File: config.mk
export PLATFORM = sky130hd
export DESIGN_NAME = quadrature_decoder_flat
export DESIGN_NICKNAME = d
export VERILOG_FILES = /design/src/rtl/quadrature_decoder_if.sv /design/src/rtl/quadrature_decoder.sv /design/src/flat_wrapper.sv
export SDC_FILE = /design/constraint.sdc
export NUM_CORES = 1
export LEC_CHECK = 0
export CORE_ASPECT_RATIO = 2
export CORE_MARGIN = 5
export CORE_UTILIZATION = 45
export DETAILED_ROUTE_END_ITERATION = 6
export GPL_TIMING_DRIVEN = 0
export PLACE_DENSITY_LB_ADDON = 0.1
export SLEW_MARGIN = 20
export SYNTH_ARGS = -nofsm -noshare
export SYNTH_HDL_FRONTEND = slang
export SYNTH_SLANG_ARGS = --single-unit
File: constraint.sdc
create_clock -name clock -period 4.3 [get_ports clock]
set_input_delay 0.43 -clock clock [delete_from_list [all_inputs] [get_ports clock]]
set_output_delay 0.43 -clock clock [all_outputs]
set_load 0.03 [all_outputs]
File: src/rtl/quadrature_decoder_if.sv
// Encoder pin / step-command bundle between quadrature pins, decoder and its consumer.
interface quadrature_decoder_if #(
    parameter int unsigned BITS = 8
);
    logic            i_a;
    logic            i_b;
    logic            i_clear;
    logic            o_step;
    logic            o_dir;
    logic [BITS-1:0] o_position;
    logic            o_error;

    // Pin/consumer side: drives the encoder pins and clear, observes the decoded stream.
    modport master (
        output i_a, i_b, i_clear,
        input  o_step, o_dir, o_position, o_error
    );

    // Decoder side.
    modport slave (
        input  i_a, i_b, i_clear,
        output o_step, o_dir, o_position, o_error
    );
endinterface

File: src/rtl/quadrature_decoder.sv
// Quadrature A/B decoder: synchronizer, per-channel glitch filter, INIT/TRACK FSM
// producing single-cycle step/direction pulses and a modulo-2^BITS position count.
module quadrature_decoder #(
    parameter int unsigned BITS        = 8,
    parameter int unsigned SYNC_STAGES = 2,
    parameter int unsigned FILTER_LEN  = 3
) (
    input  logic                 clock,
    input  logic                 reset,
    quadrature_decoder_if.slave  bus
);
    localparam int unsigned CNT_W = $clog2(FILTER_LEN + 1);
    localparam int unsigned LAST  = SYNC_STAGES - 1;

    typedef enum logic {ST_INIT, ST_TRACK} state_t;

    logic [SYNC_STAGES-1:0]  sync_a_q, sync_b_q;
    logic [1:0]              sync_lvl;
    logic [1:0]              filt_q, filt_d;
    logic [1:0][CNT_W-1:0]   cnt_q, cnt_d;
    logic [CNT_W-1:0]        init_cnt_q, init_cnt_d;
    state_t                  state_q, state_d;
    logic [1:0]              ab_q, ab_d;
    logic                    step_q, step_d;
    logic                    dir_q, dir_d;
    logic                    err_q, err_d;
    logic [BITS-1:0]         pos_q, pos_d;

    // Bit 1 = channel A, bit 0 = channel B throughout.
    assign sync_lvl = {sync_a_q[LAST], sync_b_q[LAST]};

    // Filter: level is accepted once the sync output disagrees for FILTER_LEN cycles.
    always_comb begin
        filt_d = filt_q;
        cnt_d  = cnt_q;
        for (int ch = 0; ch < 2; ch++) begin
            if (sync_lvl[ch] == filt_q[ch]) begin
                cnt_d[ch] = '0;
            end else if (cnt_q[ch] == CNT_W'(FILTER_LEN - 1)) begin
                filt_d[ch] = sync_lvl[ch];
                cnt_d[ch]  = '0;
            end else begin
                cnt_d[ch] = cnt_q[ch] + CNT_W'(1);
            end
        end
    end

    // FSM next-state and registered outputs.
    always_comb begin
        state_d    = state_q;
        init_cnt_d = init_cnt_q;
        ab_d       = ab_q;
        step_d     = 1'b0;
        err_d      = 1'b0;
        dir_d      = dir_q;
        pos_d      = pos_q;
        unique case (state_q)
            ST_INIT: begin
                // Wait for both channels settled, so a non-00 start level is adopted silently.
                if (sync_lvl != filt_q) begin
                    init_cnt_d = '0;
                end else if (init_cnt_q == CNT_W'(FILTER_LEN - 1)) begin
                    init_cnt_d = '0;
                    ab_d       = filt_q;
                    state_d    = ST_TRACK;
                end else begin
                    init_cnt_d = init_cnt_q + CNT_W'(1);
                end
            end
            ST_TRACK: begin
                ab_d = filt_q;
                case ({ab_q, filt_q})
                    4'b00_01, 4'b01_11, 4'b11_10, 4'b10_00: begin
                        step_d = 1'b1;
                        dir_d  = 1'b1;
                        pos_d  = pos_q + BITS'(1);
                    end
                    4'b00_10, 4'b10_11, 4'b11_01, 4'b01_00: begin
                        step_d = 1'b1;
                        dir_d  = 1'b0;
                        pos_d  = pos_q - BITS'(1);
                    end
                    4'b00_11, 4'b11_00, 4'b01_10, 4'b10_01: begin
                        err_d = 1'b1;
                    end
                    default: ;
                endcase
            end
            default: state_d = ST_INIT;
        endcase
        if (bus.i_clear) begin
            pos_d = '0;
        end
    end

    always_ff @(posedge clock) begin
        if (reset) begin
            sync_a_q   <= '0;
            sync_b_q   <= '0;
            filt_q     <= '0;
            cnt_q      <= '0;
            init_cnt_q <= '0;
            state_q    <= ST_INIT;
            ab_q       <= '0;
            step_q     <= 1'b0;
            dir_q      <= 1'b0;
            err_q      <= 1'b0;
            pos_q      <= '0;
        end else begin
            sync_a_q   <= {sync_a_q[SYNC_STAGES-2:0], bus.i_a};
            sync_b_q   <= {sync_b_q[SYNC_STAGES-2:0], bus.i_b};
            filt_q     <= filt_d;
            cnt_q      <= cnt_d;
            init_cnt_q <= init_cnt_d;
            state_q    <= state_d;
            ab_q       <= ab_d;
            step_q     <= step_d;
            dir_q      <= dir_d;
            err_q      <= err_d;
            pos_q      <= pos_d;
        end
    end

    assign bus.o_step     = step_q;
    assign bus.o_dir      = dir_q;
    assign bus.o_error    = err_q;
    assign bus.o_position = pos_q;
endmodule

File: src/flat_wrapper.sv
// flat-port wrapper written by rule: the top's interface ports become plain ports
module quadrature_decoder_flat 
#(
    parameter int unsigned BITS        = 8,
    parameter int unsigned SYNC_STAGES = 2,
    parameter int unsigned FILTER_LEN  = 3
)
  (clock, reset, bus_i_a, bus_i_b, bus_i_clear, bus_o_step, bus_o_dir, bus_o_position, bus_o_error);
  quadrature_decoder_if #(.BITS(BITS)) bus_i ();
  input  logic clock;
  input  logic reset;
  input wire logic [$bits(bus_i.i_a)-1:0] bus_i_a;
  input wire logic [$bits(bus_i.i_b)-1:0] bus_i_b;
  input wire logic [$bits(bus_i.i_clear)-1:0] bus_i_clear;
  output wire logic [$bits(bus_i.o_step)-1:0] bus_o_step;
  output wire logic [$bits(bus_i.o_dir)-1:0] bus_o_dir;
  output wire logic [$bits(bus_i.o_position)-1:0] bus_o_position;
  output wire logic [$bits(bus_i.o_error)-1:0] bus_o_error;
  assign bus_i.i_a = bus_i_a;
  assign bus_i.i_b = bus_i_b;
  assign bus_i.i_clear = bus_i_clear;
  assign bus_o_step = bus_i.o_step;
  assign bus_o_dir = bus_i.o_dir;
  assign bus_o_position = bus_i.o_position;
  assign bus_o_error = bus_i.o_error;
  quadrature_decoder #(.BITS(BITS), .SYNC_STAGES(SYNC_STAGES), .FILTER_LEN(FILTER_LEN)) u_core (.clock(clock), .reset(reset), .bus(bus_i));
endmodule
==> results of run 1 <==
-- per-layer routing --
layer	wire length, um	track usage
met2	1490	0.263
met1	841	0.131
met4	38	0.0539
met3	73	0.0210
met5	0	0
-- path summary, 6_finish.rpt --
path | startpoint | end | slack (ns) | depth (start not counted)
setup / recovery | u_core.filt_q[0] | u_core.bus.o_position[6] | 1.78 | 10
hold / removal | u_core.cnt_q[2] | u_core.cnt_q[2] | 0.41 | 1
setup reg to reg | u_core.filt_q[0] | u_core.bus.o_position[6] | 1.78 | 10
hold reg to reg | u_core.cnt_q[2] | u_core.cnt_q[2] | 0.41 | 1
-- cells by family (layout without fill, tap and decap cells) --
kind of cell / after synthesis / count (layout)
fa+ha+maj: 9 / 9
compound gates: 23 / 23
xor+xnor: 11 / 11
flops: 26 / 26
simple gates: 48 / 48
buf+inv: 13 / 32
mux: 8 / 8
-- power by group --
part	leakage [uW]	total (uW)	internal, uW	switching [uW]
combinational	0.000382	30.1	14.0	16.1
sequential	0.000211	250	247	3.75
clock	0.0000288	150	81.6	68.5
total	0.000622	431	342	88.3
-- cell usage in the layout, fill, tap and decap left out, drive strengths merged --
| cell | Yosys | final |
|---|---|---|
| nand2 | 8 | 8 |
| and2 | 2 | 2 |
| mux2 | 1 | 1 |
| a21o | 1 | 1 |
| or2 | 1 | 1 |
| nand3 | 3 | 3 |
| a211oi | 1 | 1 |
| dfxtp | 26 | 26 |
| nor2b | 5 | 5 |
| a2111oi | 1 | 1 |
| nor4b | 4 | 4 |
| xor2 | 3 | 3 |
| o31ai | 1 | 1 |
| fa | 1 | 1 |
| or3 | 3 | 3 |
| o21ai | 5 | 5 |
| ha | 8 | 8 |
| o21a | 1 | 1 |
| clkdlybuf4s50 | 0 | 15 |
| nor2 | 22 | 22 |
| xnor2 | 8 | 8 |
| a21oi | 8 | 8 |
| inv | 7 | 7 |
| buf | 5 | 5 |
| o211ai | 1 | 1 |
| a311o | 1 | 1 |
| mux2i | 7 | 7 |
| a211o | 1 | 1 |
| clkbuf | 1 | 5 |
| a31oi | 1 | 1 |
| o31a | 1 | 1 |
-- critical path, cell delays in order (launching register included) --
cell and delay, ns:
dfxtp_1 0.31, buf_6 0.13, xnor2_1 0.26, and2_4 0.27, inv_1 0.06, fa_1 0.40
nor2b_1 0.17, o31a_1 0.15, o21ai_0 0.10, a2111oi_0 0.45, a311o_1 0.17
-- per-stage QoR --
stage | instance area, um^2 | hold WS [ns] | power, uW
floorplan | 1290 | 0.391 | 275
global placement | 1480 | 0.398 | 285
detailed placement | 1480 | 0.404 | 286
CTS | 1540 | 0.417 | 440
global route | 1540 | 0.440 | 450
finish | 1540 | 0.414 | 431
-- state kept, by name, indices dropped and copies added, names as in the netlist --
signal                 count
u_core.bus.o_position      8
u_core.cnt_q               4
u_core.ab_q                2
u_core.filt_q              2
u_core.init_cnt_q          2
u_core.sync_a_q            2
u_core.sync_b_q            2
u_core.bus.o_dir           1
u_core.bus.o_error         1
u_core.bus.o_step          1
u_core.state_q             1
-- final cells by class --
| cell class | count | area share |
|---|---|---|
| Multi-Input combinational cell | 99 | 0.459 |
| Clock buffer | 4 | 0.0359 |
| Sequential cell | 26 | 0.339 |
| Tap cell | 29 | 0.0236 |
| Inverter | 7 | 0.0171 |
| Timing Repair Buffer | 15 | 0.0978 |
| Buffer | 6 | 0.0277 |
==> metrics.txt, run 1 <==
status complete, no violations; post-DR wirelength/cell 13.2 um; register area 520 um^2; pwr/cell area 280 nW/um^2; Row Count 27; YS warnings 0; Leak Pwr 0.000622 uW; final wirelength 2.45 mm; DRT antenna net count 0; Final #Nets 172; Hold Vio Cnt, Final 0; Most used DFF post-synth dfxtp_1; fmax 396 MHz; fin crit share 0.587; Unique masters post-synth 38; post-synthesis sequential area ratio 0.402; max cap viols 0; area share of fa/ha/maj cells after synthesis 0.0928; largest net degree at the start of global routing 15; final setup fails 0; Simple-Gate Fraction of Synth Area 0.188; Total GRT Usage 0.138; Fillers 271; synthesized area per cell 9.37 um^2; clock transition at the registers of the reported paths 0.08 ns; initial detailed-routing violation count 10; EDFF count, synth 0; Mapped Nets 152; Synth top cells by count dfxtp_1, nor2_1; Layout area overhead 18.7%; Post-Layout Cell Count 186; XOR/XNOR Fraction of Synth Area 0.0803; initial antenna violation count 0; critical path peak fanout 8; asr flop ratio synth 0; root buf cell clkbuf_8; Final WS setup 1.78 ns; WS Path Type flip-flop to flip-flop; post-synthesis compound-gate area fraction 0.118; largest family of logic cells by synthesized area simple AND/OR/NAND/NOR gates; synthesized instance count 138; post-DR vias/cell 5.34; HP Class flip-flop to flip-flop; First-pass DRT Iterations 2; Worst Path Arrival 2.73 ns; # diodes 0; setup slack at placement 1.81 ns; Worst setup SP type flip-flop; RSZ-0062 raised after global routing no; Setup Buffers After CTS 0; DRC violations left 0; vias in the first global route 999; Critical Path Sink Type flip-flop; Syn Std Cell Area 1290 um^2; post-layout util 0.554; post-synthesis mux area share 0.0658; number of hold buffers added after cts 0; H-tree depth 1; Worst-Skew Late Latency 0.26 ns; Final Max Slew Viols 0; maximum VDD drop 0.000280 V; first-pass GRT wire length 4.22 mm; Worst Path Required 4.51 ns; Die Wd 47.9 um; worst slew pin tran 0.437 ns; PortBufs 15; final RePlAce weighted congestion 0.909; synthesized flop and latch total 26; worst rel slew slack 0.709; TritonCTS buffer count 3; Core ar. 2770 um^2; die height 85.8 um; clk buf depth 2; total gr overflow 0; worst clock skew 0.00610 ns; Initial Util 0.467; DIE AREA 4110 um^2; Resized cells post-CTS 0; setup_tns 0 ns; via count 994; # IOs 16; most common cell in the netlist dfxtp_1; dpl cells 182; Synth top area share 0.402; fraction of layout cells with a size suffix above 1 0.0955; clock period minus worst slack 2.52 ns; Synth area leaders dfxtp_1, ha_1, nor2_1; multi-input logic area 704 um^2; CTS sink count 26; Synth area leader dfxtp_1; CTS tree built; Post-DP HPWL 1.99 mm
(Power assumes the default switching activity.)
==> inputs of run 2 (changes only) <==
- clock period: 4.3 -> 2.1 ns (I/O delays scaled with it)
==> metrics.txt, run 2 (synthesis results as in run 1) <==
most frequent cells in the layout dfxtp_1, nor2_1, buf_4, clkdlybuf4s50_1; DP Area 1510 um^2; clock period minus worst slack 2.17 ns; Critical-path top delay cell dfxtp_4; Final WS setup -0.0672 ns; Critical Path Sink Type flip-flop; Leak Pwr 0.000699 uW; multi-input logic area 860 um^2; final setup fails 2; setup_tns -0.0743 ns; HP Class flip-flop to flip-flop; max incr delay on CP 0.38 ns; CTS sink count 26; largest net degree at the start of global routing 14; WS Path Type flip-flop to flip-flop; initial antenna violation count 0; Hold Vio Cnt, Final 0; worst clock skew 0.00273 ns; worst reg-to-reg path cell count 9; post-DR vias/cell 5.39; Fillers 236; Row Count 27; worst slew pin tran 0.461 ns; max cap viols 0; failing checks negative setup slack; Hold Crit Depth 1; Worst setup SP type flip-flop; R2R Path End u_core.bus.o_position[6]; hold worst-path end u_core.cnt_q[0]; post-DR wirelength/cell 14.2 um; post-layout util 0.649; Reg2Reg Setup Slack -0.07 ns; Post-DP HPWL 1.92 mm; Final #Nets 186; commonest non-fill, non-tap cell in the layout dfxtp_1; DIE AREA 4110 um^2; Total GRT Usage 0.149; worst rel slew slack 0.693; max reg flops 8; Sequential Power Share 0.602; Core ar. 2770 um^2; final wirelength 2.82 mm; fin crit share 1.03; internal power 660 uW; RSZ-0062 raised after global routing yes; CTS tree built; Layout area overhead 39.0%; CP Buf/Inv Count 1; total gr overflow 0; root buf cell clkbuf_8; first-pass GRT wire length 4.44 mm; clock power share 0.324; crit-path cells xnor2_4 -> and2_4 -> inv_2 -> fa_2 -> nor2b_4 -> o31a_1 -> o21ai_2 -> nor4b_4 -> a311o_1; DRT antenna net count 0; First-pass DRT Iterations 4; Worst Path Required 2.26 ns; status finished with violations; Final Max Slew Viols 0; fraction of layout cells with a size suffix above 1 0.294; vias in the first global route 1038; reg2reg start u_core.ab_q[1]; Worst Hold Launch u_core.cnt_q[0]; DRC violations left 0; P_sw 187 uW; CP delay by family, top compound AO/OA/AOI/OAI gates; number of hold buffers added after cts 0; initial detailed-routing violation count 11; combinational share of power 0.074; Sw Ratio 0.221; H-tree depth 1; # IOs 16; Die Wd 47.9 um; WHS 0.416 ns; PortBufs 15; register area 531 um^2; critical path peak fanout 6; clk buf depth 2; Initial Util 0.467; die height 85.8 um; total power draw 847 uW; TritonCTS buffer count 3; clock transition at the registers of the reported paths 0.08 ns; final RePlAce weighted congestion 0.760; # diodes 0; Worst-Skew Late Latency 0.26 ns; via count 1073; pwr/cell area 471 nW/um^2; Final Cell Area 1800 um^2; fmax 461 MHz; Worst Path Arrival 2.33 ns; maximum VDD drop 0.000408 V
run 2: routing by layer:
layer | track usage | share of wire | vias to the layer above
li1 | - | - | 534
met1 | 0.142 | 0.35 | 517
met5 | 0 | 0 | -
met2 | 0.277 | 0.59 | 16
met3 | 0.0273 | 0.031 | 6
met4 | 0.0662 | 0.024 | 0
run 2: how the worst max path moves through the flow:
stage	startpoint	endpoint	slack (ns)	depth (start not counted)
6_report	u_core.ab_q[1]	u_core.bus.o_position[6]	-0.07	9
2_1_floorplan	u_core.filt_q[1]	u_core.bus.o_position[6]	-0.04	10
5_1_grt	u_core.ab_q[1]	u_core.bus.o_position[6]	-0.14	9
3_3_place_gp	u_core.filt_q[1]	u_core.bus.o_position[6]	-0.26	10
3_5_place_dp	u_core.filt_q[1]	u_core.bus.o_position[6]	-0.29	10
4_1_cts	u_core.filt_q[0]	u_core.bus.o_position[6]	-0.13	10
run 2: repair_timing:
| action | CTS | global route |
|---|---|---|
| pin swaps | 11 | 14 |
| setup endpoints to repair | 2 | 3 |
| buffers inserted | 10 | 7 |
| resized for setup | 17 | 14 |
run 2: cell type report:
| cell class | count | share of cell area |
|---|---|---|
| Tap cell | 29 | 0.0202 |
| Multi-Input combinational cell | 99 | 0.478 |
| Buffer | 4 | 0.0146 |
| Timing Repair Buffer | 31 | 0.154 |
| Clock buffer | 3 | 0.0230 |
| Sequential cell | 26 | 0.295 |
| Inverter | 7 | 0.0146 |
run 2: power groups by stage:
stage / clock network, uW / logic (uW) / registers, uW
after global routing: 306 / 68.5 / 511
after detailed placement: 0 / 62.3 / 524
final: 274 / 63.0 / 510
after global placement: 0 / 60.9 / 523
after floorplan: 0 / 36.6 / 527
after CTS: 284 / 63.3 / 512
run 2: per-stage QoR:
step           setup WS [ns]  cells
2_1_floorplan        -0.0393    138
3_3_place_gp          -0.259    182
3_5_place_dp          -0.293    182
4_1_cts               -0.134    195
5_1_grt               -0.139    199
6_report             -0.0672    199
==> inputs of run 3 (changes only) <==
- CORE_ASPECT_RATIO: 2 -> default
- CORE_UTILIZATION: 45 -> 52
- clock period: 2.1 -> 2.2 ns (I/O delays scaled with it)
==> metrics.txt, run 3 (synthesis results as in run 1) <==
TritonCTS buffer count 3; via count 1024; PortBufs 15; root buf cell clkbuf_4; # diodes 0; H-tree depth 1; Post-DP HPWL 1.77 mm; Hold Vio Cnt, Final 0; max cap viols 0; final setup fails 0; number of hold buffers added after cts 0; fin crit share 0.970; Core ar. 2430 um^2; Worst-Skew Late Latency 0.33 ns; Total GRT Usage 0.159; max incr delay on CP 0.38 ns; final wirelength 2.58 mm; RSZ-0062 raised after global routing yes; Die Wd 59.9 um; DRT antenna net count 0; Post-Layout Cell Count 197; Final Max Slew Viols 0; final RePlAce weighted congestion 0.797; setup slack at placement -0.276 ns; Final WS setup 0.0657 ns; Critical Path Sink Type flip-flop; first-pass GRT wire length 4.22 mm; Row Count 18; fmax 469 MHz; CP delay by family, top compound AO/OA/AOI/OAI gates; setup_tns 0 ns; Reg2Reg Setup Slack 0.07 ns; critical path peak fanout 7; pwr/cell area 463 nW/um^2; DIE AREA 3590 um^2; Critical-path top delay cell dfxtp_4; post-DR wirelength/cell 13.1 um; clock power share 0.310; First-pass DRT Iterations 4; initial antenna violation count 0; dpl cells 183; Worst Path Required 2.43 ns; internal power 607 uW; max reg flops 8; worst rel slew slack 0.714; CTS tree built; HP Class flip-flop to flip-flop; DP Area 1490 um^2; status complete, no violations; clk buf depth 2; worst slew pin tran 0.428 ns; Sw Ratio 0.231; Sequential Power Share 0.614; WS Path Type flip-flop to flip-flop; largest net degree at the start of global routing 15; combinational share of power 0.076; # IOs 16; Final Cell Area 1710 um^2; clock period minus worst slack 2.13 ns; post-DR vias/cell 5.20; worst clock skew 0.00376 ns; most frequent cells in the layout dfxtp_1, nor2_1, clkdlybuf4s50_1, buf_4, nand2_1; DRC violations left 0; total gr overflow 0; Worst setup SP type flip-flop; P_sw 182 uW; Initial Util 0.532; initial detailed-routing violation count 23; CP Buf/Inv Count 1; Leak Pwr 0.000661 uW; maximum VDD drop 0.000445 V; Final #Nets 182; Worst Path Arrival 2.37 ns; Layout area overhead 31.8%; vias in the first global route 960; commonest non-fill, non-tap cell in the layout dfxtp_1; crit-path cells xor2_2 -> and2_4 -> inv_2 -> fa_2 -> nor2b_2 -> o31a_1 -> o21ai_2 -> nor4b_2 -> a311o_1; WHS 0.420 ns; CTS sink count 26; clock transition at the registers of the reported paths 0.14 ns; die height 59.9 um; fraction of layout cells with a size suffix above 1 0.251
run 3: layout make-up:
| type | count | area (um^2) |
|---|---|---|
| plain buffers | 4 | 26.3 |
| clock buffers | 4 | 36.3 |
| fillers | 194 | 727 |
| inverters | 7 | 26.3 |
| multi-input cells | 99 | 800 |
| flip-flops and latches | 26 | 536 |
| well taps | 30 | 37.5 |
| repair buffers | 27 | 244 |
run 3: power groups by stage:
| stage | logic, uW | registers [uW] | clock network (uW) |
|---|---|---|---|
| finish | 60.0 | 485 | 244 |
| global route | 66.3 | 487 | 279 |
| CTS | 60.2 | 488 | 249 |
| detailed placement | 59.5 | 500 | 0 |
| global placement | 57.2 | 499 | 0 |
| floorplan | 34.9 | 503 | 0 |
run 3: through the flow:
stage	utilization	total power, uW
after detailed placement	0.614	560
after CTS	0.676	798
final	0.701	789
after floorplan	-	538
after global placement	0.614	556
after global routing	0.701	832
run 3: path summary, 6_finish.rpt:
check,startpoint,cells past startpoint,to
worst max-delay path,u_core.ab_q[0],9,u_core.bus.o_position[6]
worst min-delay path,u_core.cnt_q[2],1,u_core.cnt_q[2]
worst max register to register,u_core.ab_q[0],9,u_core.bus.o_position[6]
worst min register to register,u_core.cnt_q[2],1,u_core.cnt_q[2]
run 3: layer usage:
layer  GRT usage  vias up  routed length [um]
li1            -      525                   -
met1       0.184      476                1130
met2       0.278       16                1280
met3      0.0324        7                 101
met4      0.0728        0                  68
met5           0        -                   0
run 3: timing repair:
action	4_1_cts	5_1_grt
buffers inserted	8	4
endpoints found under the setup margin	2	2
pin swaps	9	6
gates resized for setup	17	11
